<file path="config.mk">
export PLATFORM = sky130hd
export DESIGN_NAME = adc_bank_sched
export DESIGN_NICKNAME = d
export VERILOG_FILES = /design/src/rtl/adc_bank_sched_pkg.sv /design/src/rtl/adc_bank_sched_fs_fd_hs.sv /design/src/rtl/adc_bank_sched.sv
export SDC_FILE = /design/constraint.sdc
export NUM_CORES = 1
export LEC_CHECK = 0
export ABC_AREA = 1
export CORE_AREA = 4 4 99 101
export DETAILED_ROUTE_END_ITERATION = 6
export DIE_AREA = 0 0 103 105
export MAX_ROUTING_LAYER = met4
export PLACE_DENSITY_LB_ADDON = 0.2
export SETUP_SLACK_MARGIN = 0.05
export SLEW_MARGIN = 20
export SYNTH_ARGS = -nofsm -noshare
export SYNTH_HDL_FRONTEND = slang
export SYNTH_SLANG_ARGS = --single-unit
</file>
<file path="constraint.sdc">
create_clock -name clk -period 2.7 [get_ports clk]
set_input_delay 0.54 -clock clk [delete_from_list [all_inputs] [get_ports clk]]
set_output_delay 0.54 -clock clk [all_outputs]
set_load 0.01 [all_outputs]
</file>
<file path="src/rtl/adc_bank_sched_pkg.sv">
// rtl/adc_bank_sched_pkg.sv - shared encodings and constants for the ADC bank scheduler
//
// Contents:
//   DATA_LEN, CHIP_LEN          frame geometry shared with the copy engine
//   DEF_BANK_BASE/DEF_BANK_SIZE default ping-pong bank layout
//   wr_state_e / rd_state_e     write-side and read-side FSM encodings
//   hs_state_e                  fs/fd handshake master encoding
//   bank_addr()                 base address of bank 0 or bank 1

package adc_bank_sched_pkg;

  localparam logic [7:0]  DATA_LEN      = 8'h40;
  localparam int          CHIP_LEN      = 8;
  localparam logic [11:0] DEF_BANK_BASE = 12'h000;
  localparam logic [11:0] DEF_BANK_SIZE = 12'h200;

  typedef enum logic [2:0] {
    W_IDLE   = 3'd0,
    W_WAIT   = 3'd1,
    W_FILL   = 3'd2,
    W_REL    = 3'd3,
    W_COMMIT = 3'd4
  } wr_state_e;

  typedef enum logic [1:0] {
    R_WAIT = 2'd0,
    R_SEND = 2'd1,
    R_REL  = 2'd2,
    R_FREE = 2'd3
  } rd_state_e;

  typedef enum logic [1:0] {
    HS_IDLE    = 2'd0,
    HS_START   = 2'd1,
    HS_RELEASE = 2'd2
  } hs_state_e;

  function automatic logic [11:0] bank_addr(input logic [11:0] base,
                                            input logic [11:0] size,
                                            input logic        bank);
    return bank ? (base + size) : base;
  endfunction

endpackage

</file>
<file path="src/rtl/adc_bank_sched_fs_fd_hs.sv">
// rtl/adc_bank_sched_fs_fd_hs.sv - generic 4-phase fs/fd level-handshake master
//
// Ports:
//   clk, rst   clock, asynchronous active-high reset
//   start_i    request a transaction (sampled only while idle)
//   abort_i    drop any transaction in flight and return to idle
//   fd_i       done level from the slave
//   fs_o       registered start level to the slave
//   ack_o      strobe: slave raised fd while fs is high
//   done_o     strobe: slave dropped fd after release (transaction complete)

module fs_fd_hs
  import adc_bank_sched_pkg::*;
(
  input  logic clk,
  input  logic rst,
  input  logic start_i,
  input  logic abort_i,
  input  logic fd_i,
  output logic fs_o,
  output logic ack_o,
  output logic done_o
);

  hs_state_e state_q, state_d;
  logic      fs_q, fs_d;

  always_comb begin
    state_d = state_q;
    ack_o   = 1'b0;
    done_o  = 1'b0;
    case (state_q)
      HS_IDLE: begin
        if (start_i) state_d = HS_START;
      end
      HS_START: begin
        if (fd_i) begin
          state_d = HS_RELEASE;
          ack_o   = 1'b1;
        end
      end
      HS_RELEASE: begin
        if (!fd_i) begin
          state_d = HS_IDLE;
          done_o  = 1'b1;
        end
      end
      default: state_d = HS_IDLE;
    endcase
    if (abort_i) begin
      state_d = HS_IDLE;
      ack_o   = 1'b0;
      done_o  = 1'b0;
    end
    // fs follows the next state so it is a clean flop output, high exactly in HS_START
    fs_d = (state_d == HS_START);
  end

  always_ff @(posedge clk or posedge rst) begin
    if (rst) begin
      state_q <= HS_IDLE;
      fs_q    <= 1'b0;
    end else begin
      state_q <= state_d;
      fs_q    <= fs_d;
    end
  end

  assign fs_o = fs_q;

endmodule

</file>
<file path="src/rtl/adc_bank_sched.sv">
// rtl/adc_bank_sched.sv - ping-pong bank scheduler between ADC FIFOs, copy engine and frame sender
//
// Ports:
//   clk, rst     clock, asynchronous active-high reset
//   enable       allow new copy starts (level)
//   fifo_ready   per-chip flag: FIFO holds a full 64-byte frame
//   cp_fs/cp_fd  start/done levels to/from the copy engine
//   cp_addr      bank base address for the copy engine
//   tx_fs/tx_fd  start/done levels to/from the frame sender
//   tx_addr      bank base address to send
//   tx_frame     sequence number of the frame being sent
//   ovf_cnt      saturating count of blocked-frame events
//   busy         a copy is in progress

module adc_bank_sched
  import adc_bank_sched_pkg::*;
#(
  parameter logic [11:0] BANK_BASE = DEF_BANK_BASE,
  parameter logic [11:0] BANK_SIZE = DEF_BANK_SIZE,
  parameter int          CHIP_NUM  = CHIP_LEN
) (
  input  logic                clk,
  input  logic                rst,
  input  logic                enable,
  input  logic [CHIP_NUM-1:0] fifo_ready,
  output logic                cp_fs,
  input  logic                cp_fd,
  output logic [11:0]         cp_addr,
  output logic                tx_fs,
  input  logic                tx_fd,
  output logic [11:0]         tx_addr,
  output logic [15:0]         tx_frame,
  output logic [7:0]          ovf_cnt,
  output logic                busy
);

  wr_state_e        wr_state_q, wr_state_d;
  rd_state_e        rd_state_q, rd_state_d;
  logic             wr_bank_q, wr_bank_d;
  logic             rd_bank_q, rd_bank_d;
  logic [1:0]       full_q, full_d;
  logic [15:0]      wr_frame_q, wr_frame_d;
  logic [1:0][15:0] id_q, id_d;
  logic [11:0]      cp_addr_q, cp_addr_d;
  logic [11:0]      tx_addr_q, tx_addr_d;
  logic [15:0]      tx_frame_q, tx_frame_d;
  logic [7:0]       ovf_q, ovf_d;
  logic             blocked_q, blocked_d;
  logic             busy_q, busy_d;

  logic all_rdy, free, wr_go, rd_go, blocked;
  logic wr_bad, rd_bad;
  logic cp_ack, cp_done, tx_ack, tx_done;

  assign all_rdy = &fifo_ready;
  assign free    = ~full_q[wr_bank_q];
  assign wr_go   = enable & all_rdy & free;
  assign rd_go   = full_q[rd_bank_q];
  assign blocked = (wr_state_q == W_WAIT) & enable & all_rdy & ~free;

  fs_fd_hs u_cp_hs (
    .clk     (clk),
    .rst     (rst),
    .start_i (wr_state_q == W_FILL),
    .abort_i (wr_bad),
    .fd_i    (cp_fd),
    .fs_o    (cp_fs),
    .ack_o   (cp_ack),
    .done_o  (cp_done)
  );

  fs_fd_hs u_tx_hs (
    .clk     (clk),
    .rst     (rst),
    .start_i (rd_state_q == R_SEND),
    .abort_i (rd_bad),
    .fd_i    (tx_fd),
    .fs_o    (tx_fs),
    .ack_o   (tx_ack),
    .done_o  (tx_done)
  );

  // Write FSM: the handshake master owns fs; this FSM tracks the phase via its strobes
  always_comb begin
    wr_state_d = wr_state_q;
    wr_bad     = 1'b0;
    case (wr_state_q)
      W_IDLE:   wr_state_d = W_WAIT;
      W_WAIT:   if (wr_go) wr_state_d = W_FILL;
      W_FILL:   if (cp_ack) wr_state_d = W_REL;
      W_REL:    if (cp_done) wr_state_d = W_COMMIT;
      W_COMMIT: wr_state_d = W_WAIT;
      default: begin
        wr_state_d = W_IDLE;
        wr_bad     = 1'b1;
      end
    endcase
  end

  // Read FSM
  always_comb begin
    rd_state_d = rd_state_q;
    rd_bad     = 1'b0;
    case (rd_state_q)
      R_WAIT: if (rd_go) rd_state_d = R_SEND;
      R_SEND: if (tx_ack) rd_state_d = R_REL;
      R_REL:  if (tx_done) rd_state_d = R_FREE;
      R_FREE: rd_state_d = R_WAIT;
      default: begin
        rd_state_d = R_WAIT;
        rd_bad     = 1'b1;
      end
    endcase
  end

  // Bank bookkeeping and output registers
  always_comb begin
    wr_bank_d  = wr_bank_q;
    rd_bank_d  = rd_bank_q;
    full_d     = full_q;
    wr_frame_d = wr_frame_q;
    id_d       = id_q;
    cp_addr_d  = cp_addr_q;
    tx_addr_d  = tx_addr_q;
    tx_frame_d = tx_frame_q;
    ovf_d      = ovf_q;
    blocked_d  = blocked;
    busy_d     = (wr_state_d != W_WAIT) && (wr_state_d != W_IDLE);

    // cp_addr is latched on W_FILL entry, one cycle before cp_fs rises
    if (wr_state_q == W_WAIT && wr_go)
      cp_addr_d = bank_addr(BANK_BASE, BANK_SIZE, wr_bank_q);

    if (wr_state_q == W_COMMIT) begin
      full_d[wr_bank_q] = 1'b1;
      id_d[wr_bank_q]   = wr_frame_q;
      wr_bank_d         = ~wr_bank_q;
      wr_frame_d        = wr_frame_q + 16'd1;
    end

    if (rd_state_q == R_WAIT && rd_go) begin
      tx_addr_d  = bank_addr(BANK_BASE, BANK_SIZE, rd_bank_q);
      tx_frame_d = id_q[rd_bank_q];
    end

    // A commit and a free in the same cycle always hit different banks, so both apply
    if (rd_state_q == R_FREE) begin
      full_d[rd_bank_q] = 1'b0;
      rd_bank_d         = ~rd_bank_q;
    end

    if (blocked && !blocked_q && ovf_q != 8'hFF)
      ovf_d = ovf_q + 8'd1;
  end

  always_ff @(posedge clk or posedge rst) begin
    if (rst) begin
      wr_state_q <= W_IDLE;
      rd_state_q <= R_WAIT;
      wr_bank_q  <= 1'b0;
      rd_bank_q  <= 1'b0;
      full_q     <= 2'b00;
      wr_frame_q <= 16'd0;
      id_q       <= '0;
      cp_addr_q  <= BANK_BASE;
      tx_addr_q  <= BANK_BASE;
      tx_frame_q <= 16'd0;
      ovf_q      <= 8'd0;
      blocked_q  <= 1'b0;
      busy_q     <= 1'b0;
    end else begin
      wr_state_q <= wr_state_d;
      rd_state_q <= rd_state_d;
      wr_bank_q  <= wr_bank_d;
      rd_bank_q  <= rd_bank_d;
      full_q     <= full_d;
      wr_frame_q <= wr_frame_d;
      id_q       <= id_d;
      cp_addr_q  <= cp_addr_d;
      tx_addr_q  <= tx_addr_d;
      tx_frame_q <= tx_frame_d;
      ovf_q      <= ovf_d;
      blocked_q  <= blocked_d;
      busy_q     <= busy_d;
    end
  end

  assign cp_addr  = cp_addr_q;
  assign tx_addr  = tx_addr_q;
  assign tx_frame = tx_frame_q;
  assign ovf_cnt  = ovf_q;
  assign busy     = busy_q;

endmodule

</file>
==> results.cfg, run 1 <==
[worst_setup_path]
endpoint_of_the_worst_register_to_register_path = tx_frame[14]$_DFFE_PP0P_
worst_ep_arrival_time_ns = 1.35
setup.worst_path.class = register to primary output
endpoint_kind = primary output
worstSetupStartpointType = register
cp_num_cells = 1
ff2ff_setup_slack_ns = 0.96
startpoint = ovf_cnt[5]$_DFFE_PP0P_
regToRegStartpoint = rd_bank_q$_DFFE_PP0N_
timing.critical_path.slowest_stage_cell = sky130_fd_sc_hd__clkdlybuf4s50_1
r2r.worst_path.cells = 6
worst_ep_required_time_ns = 2.16
timing.critical_path.to = ovf_cnt[5]
worstPathBufferInverterCount = 1
biggest_fanout_along_the_worst_timing_path = 5
critical_path.top_delay_family = buffers and inverters
largest_incremental_delay_on_the_critical_path_ns = 0.56
cp_cell_sequence = clkdlybuf4s50_1

[power_and_ir_drop]
cellInternalPower_mw = 2.538
leakage_nw = 2.321
pwr-share-seq_pct = 47.4
total_switching_power_mw = 1.119
max-vdd-ir-drop_v = 0.0003335
comb_power_share_pct = 25.9
power.density_cell_area_nw_per_um2 = 743.6
power_switching_share_pct = 30.60
p_clk_share_pct = 26.7

[sta]
tightestPinTransition_ns = 0.5440
setup_tns_after_final_layout_ns = 0
final.period_utilization_pct = 69.98
fin_skew_ns = 0.007264
relSlewSlack_pct = 63.66
grt_setup_unrepaired = no
hold-worst-slack_ns = 0.4785
final_max_slew_viol_count = 0
clock.fmax_mhz = 529.2
postLayoutSetupSlackWorst_ns = 0.8104
setup_viol = 0
timing.final.hold_violations = 0
post-route-min-period_ns = 1.890

[clocking]
cts.reportedPaths.clkPinSlew_ns = 0.09
cts_num_sinks = 91
cts_buffers = 9
cts.repair.resized = 0
clock_tree.root_cell = sky130_fd_sc_hd__clkbuf_8
cts_post_setup_buffers_inserted = 0
clock_tree_from_tritoncts = done
cts_max_path_buffers = 2
htree_levels = 3
clk-insertion-delay-late_ns = 0.36
ctsHoldBuffers = 0

[place]
routability_congestion = 0.8192
number_of_buffer_cells_added_on_primary_ports = 41
place.detailed.hpwl_um = 5672
placement.setup.worst_slack_ns = 0.6969

[logic_synthesis]
synth_flop_cell = sky130_fd_sc_hd__dfrtp_1
synth_area_per_cell_um2 = 8.888
synthesis.yosys.warnings = 0
synth-seq-cells = 91
netlist_instances = 481
synth.cell_area_um2 = 4275
synth-edff-count = 0
post_synth_num_cell_types = 36
asyncSetResetFlopFracSynth_pct = 100.0
ys_seq_area_share_pct = 53.26

[floorplan]
die_w_um = 103
initial_utilization_pct = 47.39
die-height_um = 105
row_count = 35
core_um2 = 9021
design.portCount = 64
die_area_um2 = 10820

[drt]
detail-route-antenna-nets = 0
detail_route.first_pass.iterations = 4
wire_per_inst_um = 12.47
final_wirelength_um = 7969
drc = 0
detailedRoute.firstIterationViolations = 85
drt-vias-per-instance = 4.867
vias = 3110

[layout]
leading_cell_type_in_the_layout_fill_and_taps_excluded = sky130_fd_sc_hd__nand2_1
finalCoreUtilization_pct = 54.51
post_route_cells_drive_above_1_share_pct = 8.712
most_frequent_cells_in_the_layout = sky130_fd_sc_hd__nand2_1, sky130_fd_sc_hd__dfrtp_1, sky130_fd_sc_hd__inv_1, sky130_fd_sc_hd__clkdlybuf4s50_1, sky130_fd_sc_hd__nor2_1
finalNetCount = 542
synthToLayoutAreaGrowth_pct = 15.01
antenna_cells_inserted = 0

[global_route]
grtUsageTotal_pct = 16.70
antenna_found_initial = 0
maximum_number_of_pins_on_one_net_before_global_route_repair = 33
vias_in_the_first_global_route = 3129
first_pass_grt_wire_length_um = 14080
grt.overflow.total = 0

[hold_path]
hold_path_class = register to register

[run_status]
result_of_the_run = finished, final reports clean

[flow_run]
maxCapViolations = 0
-- sequential cells by signal, summed over array words and instances (netlist names) --
signal / count
rd_bank_q: 1
id_q: 32
rd_state_q: 2
u_cp_hs.state_q: 2
wr_frame_q: 16
u_tx_hs.state_q: 2
busy: 1
tx_frame: 16
u_cp_hs.fs_o: 1
cp_addr: 1
wr_bank_q: 1
full_q: 2
u_tx_hs.fs_o: 1
tx_addr: 1
blocked_q: 1
wr_state_q: 3
ovf_cnt: 8
-- synth_stat cells (all sizes together), types with 4 or more instances --
master  number  area, µm²
a21oi        4      23.77
a31oi       16      100.1
buf         36      254.0
dfrtp       91       2277
ha           6      75.07
inv         47      176.4
nand2      140      535.5
nand3       22      115.1
nand4        8      50.05
nor2        43      220.2
nor3         9      61.31
o21ai       35      197.7
xor2        14      122.6
-- metrics by stage --
stage | cell area, µm² | power [mW] | instances
4_1_cts | 4917 | 3.710 | 639
3_5_place_dp | 4703 | 2.723 | 623
5_1_grt | 4917 | 3.901 | 639
3_3_place_gp | 4703 | 2.704 | 623
2_1_floorplan | 4358 | 2.284 | 502
6_report | 4917 | 3.657 | 639
-- power groups by stage --
| stage | sequential, mW | clock (mW) | combinational [mW] |
|---|---|---|---|
| after floorplan | 1.79 | 0 | 0.495 |
| after global placement | 1.76 | 0 | 0.949 |
| after detailed placement | 1.76 | 0 | 0.961 |
| after CTS | 1.74 | 1.01 | 0.965 |
| after global routing | 1.77 | 1.06 | 1.07 |
| final | 1.73 | 0.975 | 0.947 |
-- how the worst min path moves through the flow --
stage / startpoint / endpoint / slack, ns / depth (start not counted)
final: id_q[2]$_DFFE_PP0P_ / id_q[2]$_DFFE_PP0P_ / 0.48 / 2
after CTS: id_q[11]$_DFFE_PP0P_ / id_q[11]$_DFFE_PP0P_ / 0.48 / 2
after floorplan: wr_frame_q[14]$_DFFE_PP0N_ / wr_frame_q[14]$_DFFE_PP0N_ / 0.44 / 2
after global placement: wr_frame_q[14]$_DFFE_PP0N_ / wr_frame_q[14]$_DFFE_PP0N_ / 0.45 / 2
after detailed placement: id_q[11]$_DFFE_PP0P_ / id_q[11]$_DFFE_PP0P_ / 0.46 / 2
after global routing: id_q[3]$_DFFE_PP0P_ / id_q[3]$_DFFE_PP0P_ / 0.51 / 2
-- logic make-up after synthesis --
family | after synthesis | synth area share, %
xor+xnor | 15 | 3.073
flops | 91 | 53.26
compound gates | 59 | 8.224
fa+ha+maj | 6 | 1.756
simple gates | 225 | 23.44
other cells | 1 | 0.08771
buf+inv | 84 | 10.15
-- layout make-up --
cell class / instances / area, µm²
clock buffers: 13 / 168.9
fillers: 817 / 4104
multi-input cells: 327 / 1643
flip-flops and latches: 91 / 2277
repair buffers: 46 / 460.4
clock inverters: 3 / 45.04
well taps: 111 / 138.9
inverters: 48 / 183.9
-- layer usage --
metal	GRT usage (%)	up-vias	part of all wire [%]	wire length [µm]
met3	4.005	13	4.9	389
met4	4.718	0	1.4	110
met2	27.27	52	49	3915
met1	20.56	1475	45	3553
met5	-	-	0	0
li1	-	1570	-	-
Note: power is estimated with default switching activity, not from simulation.
==> run 2, diff against run 1 <==
CORE_AREA = 4 4 94 96   (was 4 4 99 101)
DIE_AREA = 0 0 98 100   (was 0 0 103 105)
clock period = 1.79 ns   (was 2.7 ns; I/O delays follow)
==> run 2 against run 1 <==
  * Critical path depth is the same
  * Worst setup slack lost 0.72 ns
  * Flip-flop and latch count is the same
  * Largest power group unchanged
==> results.cfg, run 2 (same netlist as run 1, synthesis figures left out) <==
[floorplan]
design.portCount = 64
row_count = 33
die-height_um = 100
die_area_um2 = 9800
die_w_um = 98
core_um2 = 8051
initial_utilization_pct = 53.10

[power_and_ir_drop]
totalPowerFinal_mw = 5.379
total_switching_power_mw = 1.707
power.density_cell_area_nw_per_um2 = 1088
power_switching_share_pct = 31.74
pwr-share-seq_pct = 48.2
p_clk_share_pct = 24.2
leakage_nw = 2.343
cellInternalPower_mw = 3.672
comb_power_share_pct = 27.6
max-vdd-ir-drop_v = 0.0004789

[global_route]
first_pass_grt_wire_length_um = 14150
grtUsageTotal_pct = 18.16
grt.overflow.total = 0
antenna_found_initial = 0
maximum_number_of_pins_on_one_net_before_global_route_repair = 58
vias_in_the_first_global_route = 3164

[layout]
finalCoreUtilization_pct = 61.38
top_register = id_q
antenna_cells_inserted = 0
most_frequent_cells_in_the_layout = sky130_fd_sc_hd__nand2_1, sky130_fd_sc_hd__dfrtp_1, sky130_fd_sc_hd__inv_1, sky130_fd_sc_hd__clkdlybuf4s50_1, sky130_fd_sc_hd__nor2_1
number_of_flip_flops_in_the_largest_register = 32
synthToLayoutAreaGrowth_pct = 15.60
leading_cell_type_in_the_layout_fill_and_taps_excluded = sky130_fd_sc_hd__nand2_1
finalNetCount = 547
post_route_cells_drive_above_1_share_pct = 9.944
finished_layout_cells = 638

[drt]
detailedRoute.firstIterationViolations = 134
vias = 3185
drc = 0
detail_route.first_pass.iterations = 5
detail-route-antenna-nets = 0
final_wirelength_um = 7914
drt-vias-per-instance = 4.992
wire_per_inst_um = 12.40

[sta]
postLayoutSetupSlackWorst_ns = 0.08963
final_max_slew_viol_count = 0
fin_skew_ns = 0.01386
relSlewSlack_pct = 62.70
tightestPinTransition_ns = 0.5587
grt_setup_unrepaired = no
final.period_utilization_pct = 94.99
post-route-min-period_ns = 1.700
clock.fmax_mhz = 588.1
setup_viol = 0
timing.final.hold_violations = 0
setup_tns_after_final_layout_ns = 0

[place]
placement.setup.worst_slack_ns = 0.0001980
place.detailed.hpwl_um = 5664
number_of_buffer_cells_added_on_primary_ports = 41
routability_congestion = 0.8140
dp_cells = 620

[worst_setup_path]
worstSetupStartpointType = register
setup.worst_path.class = register to primary output
biggest_fanout_along_the_worst_timing_path = 4
cp_cell_sequence = clkdlybuf4s50_1
timing.critical_path.slowest_stage_cell = sky130_fd_sc_hd__clkdlybuf4s50_1
critical_path.top_delay_family = buffers and inverters
worstPathBufferInverterCount = 1
worst_ep_arrival_time_ns = 1.34
endpoint_kind = primary output
worst_ep_required_time_ns = 1.43
largest_incremental_delay_on_the_critical_path_ns = 0.56

[clocking]
clock_tree.root_cell = sky130_fd_sc_hd__clkbuf_8
clock_tree_from_tritoncts = done
cts.reportedPaths.clkPinSlew_ns = 0.10
cts_buffers = 9
cts_max_path_buffers = 2
htree_levels = 3
clk-insertion-delay-late_ns = 0.36
cts_num_sinks = 91

[run_status]
result_of_the_run = finished, final reports clean

[hold_path]
hold_path_class = primary input to asynchronous set/reset pin

[flow_run]
maxCapViolations = 0
==> run 2: changes by cell type in the layout (fill, tap and decap cells not counted), sizes merged <==
cell,change
buf,+5
clkinv,+4
inv,+1
clkinvlp,-2
clkbuf,-2
bufinv,-1
==> run 2: layout make-up <==
| type | instances | area (µm²) |
|---|---|---|
| inverter | 48 | 183.9 |
| fill | 706 | 3109 |
| multi-input combinational | 327 | 1650 |
| sequential | 91 | 2278 |
| clock buffer | 11 | 151.4 |
| tap | 105 | 131.4 |
| timing repair buffer | 51 | 510.5 |
| clock inverter | 5 | 36.28 |
==> run 2: final timing paths <==
path,startpoint,endpoint,slack [ns],cells after the start
worst max register to register,ovf_cnt[0]$_DFFE_PP0P_,ovf_cnt[5]$_DFFE_PP0P_,0.23,9
worst max-delay path,ovf_cnt[4]$_DFFE_PP0P_,ovf_cnt[4],0.09,1
max in group asynchronous,rst,wr_frame_q[13]$_DFFE_PP0N_,0.98,3
worst min-delay path,rst,busy$_DFF_PP0_,0.42,3
min in group clk,id_q[11]$_DFFE_PP0P_,id_q[11]$_DFFE_PP0P_,0.48,2
worst min register to register,id_q[11]$_DFFE_PP0P_,id_q[11]$_DFFE_PP0P_,0.48,2
==> run 2: tightest hold or removal path: cells and delay by family <==
kind     cells  cell delay [ns]
buf+inv      3             0.82
==> run 2: layer usage <==
layer | GRT usage [%] | part of all wire (%)
met3 | 2.988 | 4.6
met5 | - | 0
met4 | 7.348 | 1.5
met1 | 22.42 | 46
met2 | 30.05 | 48
==> run 2: power groups by stage <==
stage / logic [mW] / registers, mW / clock network (mW)
final: 1.48 / 2.59 / 1.30
after floorplan: 0.747 / 2.70 / 0
after CTS: 1.51 / 2.60 / 1.35
after detailed placement: 1.50 / 2.64 / 0
after global placement: 1.46 / 2.63 / 0
after global routing: 1.65 / 2.64 / 1.42
==> run 2: timing repair <==
action	in CTS	in global routing
resized for setup	0	2
setup buffers	1	1
pin swaps	0	1
hold buffers	0	0
gates cloned	0	0
endpoints found under the setup margin	1	6
==> run 2: stage by stage <==
| step | cell area [µm²] | hold slack [ns] |
|---|---|---|
| floorplan | 4358 | 0.4412 |
| global placement | 4731 | 0.4532 |
| detailed placement | 4731 | 0.4596 |
| CTS | 4926 | 0.4312 |
| global route | 4942 | 0.4755 |
| finish | 4942 | 0.4177 |
